==> src/rtl/aes_sbox_stream_cipher.sv <==
// aes_sbox_stream_cipher: byte-serial stream cipher, out = in ^ SBOX[key ^ idx].
// The same block encrypts and decrypts; one byte per clock, two register stages.
// Optional build macro STREAM_CIPHER_IDLE_RESTART_EN: every idle cycle reloads
// the keystream index so each burst starts a fresh keystream.
module aes_sbox_stream_cipher #(
  parameter logic [7:0] INDEX_INIT = 8'h00
) (
  input  logic       clk,
  input  logic       rst_n,          // active-high despite the name
  input  logic       din_valid,
  input  logic [7:0] simmetric_key,
  input  logic [7:0] txt_in_char,
  output logic [7:0] txt_out_char,
  output logic       dout_ready
);

  localparam logic [7:0] SBOX [0:255] = '{
    8'h63, 8'h7c, 8'h77, 8'h7b, 8'hf2, 8'h6b, 8'h6f, 8'hc5, 8'h30, 8'h01, 8'h67, 8'h2b, 8'hfe, 8'hd7, 8'hab, 8'h76,
    8'hca, 8'h82, 8'hc9, 8'h7d, 8'hfa, 8'h59, 8'h47, 8'hf0, 8'had, 8'hd4, 8'ha2, 8'haf, 8'h9c, 8'ha4, 8'h72, 8'hc0,
    8'hb7, 8'hfd, 8'h93, 8'h26, 8'h36, 8'h3f, 8'hf7, 8'hcc, 8'h34, 8'ha5, 8'he5, 8'hf1, 8'h71, 8'hd8, 8'h31, 8'h15,
    8'h04, 8'hc7, 8'h23, 8'hc3, 8'h18, 8'h96, 8'h05, 8'h9a, 8'h07, 8'h12, 8'h80, 8'he2, 8'heb, 8'h27, 8'hb2, 8'h75,
    8'h09, 8'h83, 8'h2c, 8'h1a, 8'h1b, 8'h6e, 8'h5a, 8'ha0, 8'h52, 8'h3b, 8'hd6, 8'hb3, 8'h29, 8'he3, 8'h2f, 8'h84,
    8'h53, 8'hd1, 8'h00, 8'hed, 8'h20, 8'hfc, 8'hb1, 8'h5b, 8'h6a, 8'hcb, 8'hbe, 8'h39, 8'h4a, 8'h4c, 8'h58, 8'hcf,
    8'hd0, 8'hef, 8'haa, 8'hfb, 8'h43, 8'h4d, 8'h33, 8'h85, 8'h45, 8'hf9, 8'h02, 8'h7f, 8'h50, 8'h3c, 8'h9f, 8'ha8,
    8'h51, 8'ha3, 8'h40, 8'h8f, 8'h92, 8'h9d, 8'h38, 8'hf5, 8'hbc, 8'hb6, 8'hda, 8'h21, 8'h10, 8'hff, 8'hf3, 8'hd2,
    8'hcd, 8'h0c, 8'h13, 8'hec, 8'h5f, 8'h97, 8'h44, 8'h17, 8'hc4, 8'ha7, 8'h7e, 8'h3d, 8'h64, 8'h5d, 8'h19, 8'h73,
    8'h60, 8'h81, 8'h4f, 8'hdc, 8'h22, 8'h2a, 8'h90, 8'h88, 8'h46, 8'hee, 8'hb8, 8'h14, 8'hde, 8'h5e, 8'h0b, 8'hdb,
    8'he0, 8'h32, 8'h3a, 8'h0a, 8'h49, 8'h06, 8'h24, 8'h5c, 8'hc2, 8'hd3, 8'hac, 8'h62, 8'h91, 8'h95, 8'he4, 8'h79,
    8'he7, 8'hc8, 8'h37, 8'h6d, 8'h8d, 8'hd5, 8'h4e, 8'ha9, 8'h6c, 8'h56, 8'hf4, 8'hea, 8'h65, 8'h7a, 8'hae, 8'h08,
    8'hba, 8'h78, 8'h25, 8'h2e, 8'h1c, 8'ha6, 8'hb4, 8'hc6, 8'he8, 8'hdd, 8'h74, 8'h1f, 8'h4b, 8'hbd, 8'h8b, 8'h8a,
    8'h70, 8'h3e, 8'hb5, 8'h66, 8'h48, 8'h03, 8'hf6, 8'h0e, 8'h61, 8'h35, 8'h57, 8'hb9, 8'h86, 8'hc1, 8'h1d, 8'h9e,
    8'he1, 8'hf8, 8'h98, 8'h11, 8'h69, 8'hd9, 8'h8e, 8'h94, 8'h9b, 8'h1e, 8'h87, 8'he9, 8'hce, 8'h55, 8'h28, 8'hdf,
    8'h8c, 8'ha1, 8'h89, 8'h0d, 8'hbf, 8'he6, 8'h42, 8'h68, 8'h41, 8'h99, 8'h2d, 8'h0f, 8'hb0, 8'h54, 8'hbb, 8'h16
  };

  logic [7:0] idx_q, idx_d;
  logic [7:0] char_q, char_d;
  logic [7:0] addr_q, addr_d;
  logic       v1_q, v1_d;
  logic [7:0] out_q, out_d;
  logic       ready_q, ready_d;

  // Stage 1: capture the byte and its S-box address, advance the keystream index.
  always_comb begin
    idx_d  = idx_q;
    char_d = char_q;
    addr_d = addr_q;
    v1_d   = 1'b0;
    if (din_valid) begin
      char_d = txt_in_char;
      addr_d = simmetric_key ^ idx_q;
      v1_d   = 1'b1;
      idx_d  = idx_q + 8'd1;
    end
`ifdef STREAM_CIPHER_IDLE_RESTART_EN
    else begin
      idx_d = INDEX_INIT;
    end
`endif
  end

  // Stage 2: apply the keystream byte; the result holds while no new byte arrives.
  always_comb begin
    out_d   = v1_q ? (char_q ^ SBOX[addr_q]) : out_q;
    ready_d = v1_q;
  end

  // Pipeline and index registers; reset drops anything in flight.
  always_ff @(posedge clk or posedge rst_n) begin
    if (rst_n) begin
      idx_q   <= INDEX_INIT;
      char_q  <= 8'h00;
      addr_q  <= 8'h00;
      v1_q    <= 1'b0;
      out_q   <= 8'h00;
      ready_q <= 1'b0;
    end else begin
      idx_q   <= idx_d;
      char_q  <= char_d;
      addr_q  <= addr_d;
      v1_q    <= v1_d;
      out_q   <= out_d;
      ready_q <= ready_d;
    end
  end

  assign txt_out_char = out_q;
  assign dout_ready   = ready_q;

endmodule

==> config.mk <==
export PLATFORM = sky130hd
export DESIGN_NAME = aes_sbox_stream_cipher
export DESIGN_NICKNAME = d
export VERILOG_FILES = /design/src/rtl/aes_sbox_stream_cipher.sv
export SDC_FILE = /design/constraint.sdc
export NUM_CORES = 1
export LEC_CHECK = 0
export ABC_AREA = 1
export BUFFER_PORTS_ARGS = -buffer_cell sky130_fd_sc_hd__clkbuf_2
export CELL_PAD_IN_SITES_DETAIL_PLACEMENT = 0
export CELL_PAD_IN_SITES_GLOBAL_PLACEMENT = 1
export CORE_MARGIN = 4
export CORE_UTILIZATION = 47
export DETAILED_ROUTE_END_ITERATION = 10
export PLACE_DENSITY_LB_ADDON = 0.1
export SLEW_MARGIN = 20
export SYNTH_ARGS = -nofsm -noshare
export SYNTH_HDL_FRONTEND = slang
export SYNTH_SLANG_ARGS = --single-unit
==> constraint.sdc <==
create_clock -name clk -period 3.8 [get_ports clk]
set_clock_uncertainty 0.15 [all_clocks]
set_input_delay 0 -clock clk [delete_from_list [all_inputs] [get_ports clk]]
set_output_delay 0 -clock clk [all_outputs]
set_load 0.05 [all_outputs]
Word level (Yosys, flattened, before mapping)
Memory sizes are Yosys's and may differ from the RTL's.
Index checks and enable logic that the tools add are counted.
{ "totals": {"register_bits": 34, "romBits": 2048, "in_bits": 19, "output_inout_bits": 9, "wordCells": 15, "mem_count": 1} }
{ "op_classes": {"addsub": 1, "magnitude_cmp": 1, "muxes": 3, "bitwise_logic": 3} }
{ "memory_table": {"columns": ["memory", "words", "word_bits", "read_ports", "rd_clocked_by_memory_dff", "write_ports", "line", "rtl"], "rows": [
  ["(no name shown)", 256, 8, 1, 0, 0, "64", "out_d = v1_q ? (char_q ^ SBOX[addr_q]) : out_q;"]
]} }
{ "op_table": {"columns": ["operator", "n"], "rows": [
  ["8-bit two-way mux", 2],
  ["8-bit XOR", 2],
  ["9-bit >= comparator, second input constant", 1],
  ["8-bit inverter with 9-bit output", 1],
  ["8-bit by 1-bit adder with 8-bit output, second input constant", 1],
  ["1-bit two-way mux", 1]
]} }

Longest topological paths before layout
{ "logic_depth": {"ltp_word": 5, "depth_mapped": 17, "depth_no_buf": 15} }

Worst setup path after synthesis
Ideal clock, no wire load.
{ "synth_path": {"path_type": "flip-flop to flip-flop", "start": "register addr_q[1]", "end": "register out_q[3] (netlist: txt_out_char[3])", "setup_time_ns": 0.118, "arrival_ns": 2.068, "t_required_ns": 3.532, "path_slack_ns": 1.465, "stages_incl_launch_ff": 17, "path_buffers": 1, "synth_period_minus_slack_ns": 2.335, "cell_sequence": "dfrtp_1 inv_2 ha_1 inv_1 nand2_1 buf_4 nand3_1 nand2_1 nand2_1 nand2_1 nand2_1 nand3_1 nand3_1 nand2_1 nand2_1 nand3_1 nand2_1"} }
{ "synth_via": {"elab_chain_cells": 5} }
{ "synth_rtl": {"columns": ["item", "line", "rtl"], "rows": [
  ["from (decl)", "38", "logic [7:0] addr_q, addr_d;"],
  ["from (signal assigned)", "80", "addr_q <= addr_d;"],
  ["8-bit inverter with 9-bit output (not written as such)", "64", null],
  ["memory 256 x 8 bit", null, null],
  ["8-bit two-way mux (not written as such) (2 in series)", "64", null],
  ["8-bit XOR", "64", null],
  ["to (signal assigned)", "82", "out_q <= out_d;"],
  ["to (decl)", "40", "logic [7:0] out_q, out_d;"]
]} }
Every way passes these cells. The select of a mux whose other input is x is not followed.
A chain may end at the register's enable or synchronous reset.

Worst setup path in the final report
{ "layout_path": {"start": "register addr_q[0]", "end": "register out_q[3] (netlist: txt_out_char[3])"} }
The elaborated chain is that of the path after synthesis.

==> impl_metrics.toml <==
[yosys]
synth_cell_types = 33
yosys_most_used_dff = "dfrtp_1"
synth_area_sq_mm = 0.00452
syn_area_per_cell_sq_um = 5.73
syn_inst = 789
ys_ff_latch = 34
synth-seq-area-share = 0.188
synthMuxAreaShare = 0
synth_edf_count = 0
yosys.area_share.simple = 0.577
synth_nets = 824
synth_xor_area_frac = 0.0271
synth-compound-area-share = 0.0611
yosys_warnings = 0
yosys.area_share.adder = 0.0443
synthArstFlopShare = 1.00
synth_top_family_by_area = "simple AND/OR/NAND/NOR gates"

[outcome]
status = "complete, but fails checks"
failed_checks = "negative hold slack"

[timing]
worst_slew_pin_slew_ps = 984
fmax_mhz = 318
whs_ps = -0.226
setup_viol = 0
fin_crit_sh = 0.826
finalSetupTns_ps = 0
timing.final.ws_setup_ps = 659
rsz0062_at_grt = "false"
finalHoldViolCount = 1
fin_crit_ps = 3140
timing.slew.headroom = 0.343
slew_viol_final = 0

[route]
wl_per_cell_um = 20.5
ant_nets = 0
drtIter0Drc = 979
dr.pass1.iters = 7
drcViolationCount = 0
vias = 5810
routed_wirelength_mm = 18.9
avgViaCountPerCell = 6.29

[finish]
final_core_utilization = 0.526
nets = 829
multiInputGateArea_sq_mm = 0.00321
final_cell_mix = "nand3_1, nand2_1, dfrtp_1"
fillerInstances = 1006
design_area_sq_mm = 0.00488
layout.area.seq_sq_um = 852
layout-drive-gt1-share = 0.0981
area_growth_pct = 7.99
antennaDiodeCount = 0
final_common_cell = "nand3_1"

[cts]
clk_latency_ps = 290
cts_root_buf = "clkbuf_8"
h-tree-depth = 2
cts.clk_slew.worst_paths_ps = 80
cts_buffers = 5
clkSinkCount = 34
clockBufferDepth = 2
cts_tree = "built"

[global_routing]
grt_pass1_vias = 5450
grt_pass1_wl_mm = 30.1
grt.overflow.total = 0
antenna_found_initial = 0
grt_max_degree = 85
track_usage = 0.339

[setup_path]
worst-path-buf-inv = 2
max_stage_delay_ps = 580
critical_path.slowest_cell = "dfrtp_1"
cp_max_fo = 12
crit_path_start_kind = "flop"
crit_type = "flop to flop"
worstPathRequired_ps = 3830
crit_top_cell = "nand2_1"
endpoint_kind = "flop"
crit_family = "simple AND/OR/NAND/NOR gates"
rrSetupSlack_ps = 660
crit_chain = "inv_1 > ha_1 > inv_1 > nand2_1 > nand3_1 > nand2_1 > nand2_1 > nand2_1 > nand2_1 > nand3_1 > nand3_1 > nand2_1 > nand2_1 > nand3_1 > nand2_1"
arrival_ps = 3170

[power]
p_clk_frac = 0.057
ir_worst_vdd_uv = 688
swShare = 0.640
p_sw_mw = 3.19
powerDensity_mw_per_mm2 = 1020
p_seq_frac = 0.125
intPower_mw = 1.79
comb_power_share = 0.818
p_leak_nw = 2.49

[hold_path]
hold_path.class = "input pin to flop"

[place]
gp_congestion = 1.09
placed_area_sq_mm = 0.00462
hpwl_mm = 13.0
place_ws_ps = 823
io_buffers = 27

[floorplanning]
die_h_um = 106
io_pins = 28
die_w_um = 106
dieArea_sq_mm = 0.0113
coreArea_sq_mm = 0.00928
rows = 35
floorplan.initialDensity = 0.487

[run]
max-cap-violations = 0
[cells in the mapped netlist (4+ instances only)]
| library cell | number | area share |
|---|---|---|
| nand4_1 | 5 | 0.0069 |
| ha_1 | 16 | 0.044 |
| nand3_2 | 5 | 0.011 |
| inv_2 | 4 | 0.0033 |
| nand2_2 | 10 | 0.014 |
| a21oi_1 | 22 | 0.024 |
| inv_1 | 31 | 0.026 |
| buf_6 | 4 | 0.010 |
| buf_2 | 25 | 0.028 |
| xnor2_1 | 10 | 0.019 |
| nand2_1 | 246 | 0.20 |
| buf_1 | 6 | 0.0050 |
| clkbuf_1 | 16 | 0.013 |
| xor2_1 | 4 | 0.0077 |
| o21ai_0 | 21 | 0.023 |
| nor2_1 | 32 | 0.027 |
| nand3_1 | 269 | 0.30 |
| buf_4 | 7 | 0.012 |
| dfrtp_1 | 34 | 0.19 |
[power by group through the flow]
| stage | combinational, mW | sequential [mW] | clock [mW] |
|---|---|---|---|
| CTS | 3.88 | 0.624 | 0.296 |
| detailed placement | 3.86 | 0.631 | 0 |
| finish | 4.07 | 0.624 | 0.285 |
| global placement | 3.90 | 0.621 | 0 |
| floorplan | 2.77 | 0.743 | 0 |
| global route | 4.40 | 0.643 | 0.315 |
[logic make-up (layout without fill, tap and decap cells)]
| logic type | after synthesis | after routing |
|---|---|---|
| AO/OA/AOI/OAI | 52 | 52 |
| XOR/XNOR | 14 | 14 |
| adder cells (fa/ha/maj) | 16 | 16 |
| buffers and inverters | 96 | 102 |
| flip-flops | 34 | 34 |
| AND/OR/NAND/NOR | 577 | 577 |
[registers in the layout (all words and copies together), names as in the netlist]
signal	cells
addr_q	8
char_q	8
idx_q	8
txt_out_char	8
dout_ready	1
ready_d	1
[what timing repair did]
action,in CTS,in global routing
hold buffers,17,0
gates resized for setup,0,0
endpoints found under the hold margin,50,0
setup buffers,0,0
[path summary, 6_finish.rpt]
check,startpoint,endpoint,depth (start not counted)
setup / recovery,addr_q[0]$_DFFE_PP0P_,txt_out_char[3]$_DFFE_PP0P_,15
hold / removal,din_valid,ready_d$_DFF_PP0_,1
setup reg to reg,addr_q[0]$_DFFE_PP0P_,txt_out_char[3]$_DFFE_PP0P_,15
hold reg to reg,txt_out_char[5]$_DFFE_PP0P_,txt_out_char[5]$_DFFE_PP0P_,2
max in group asynchronous,rst_n,addr_q[3]$_DFFE_PP0P_,4
min in group asynchronous,rst_n,addr_q[5]$_DFFE_PP0P_,4
[through the flow]
step                      power [mW]  cells
after floorplan                 3.52    789
after global routing            5.36    924
after CTS                       4.80    924
after global placement          4.52    899
after detailed placement        4.49    899
final                           4.98    924
[area by class of cell]
class                   instances  share of cell area
clock inverters                 1             0.00102
well taps                     129              0.0330
multi-input cells             659               0.657
flip-flops and latches         34               0.174
repair buffers                 57              0.0876
inverters                      37              0.0289
clock buffers                   7              0.0177
[metal layers]
metal / vias to the layer above / GRT usage / part of all wire
met4: 0 / 0.185 / 0.062
met3: 108 / 0.113 / 0.14
li1: 2639 / - / -
met2: 441 / 0.482 / 0.41
met1: 2622 / 0.450 / 0.39
met5: - / 0 / 0
No activity file was read; power rests on OpenSTA's default activity.
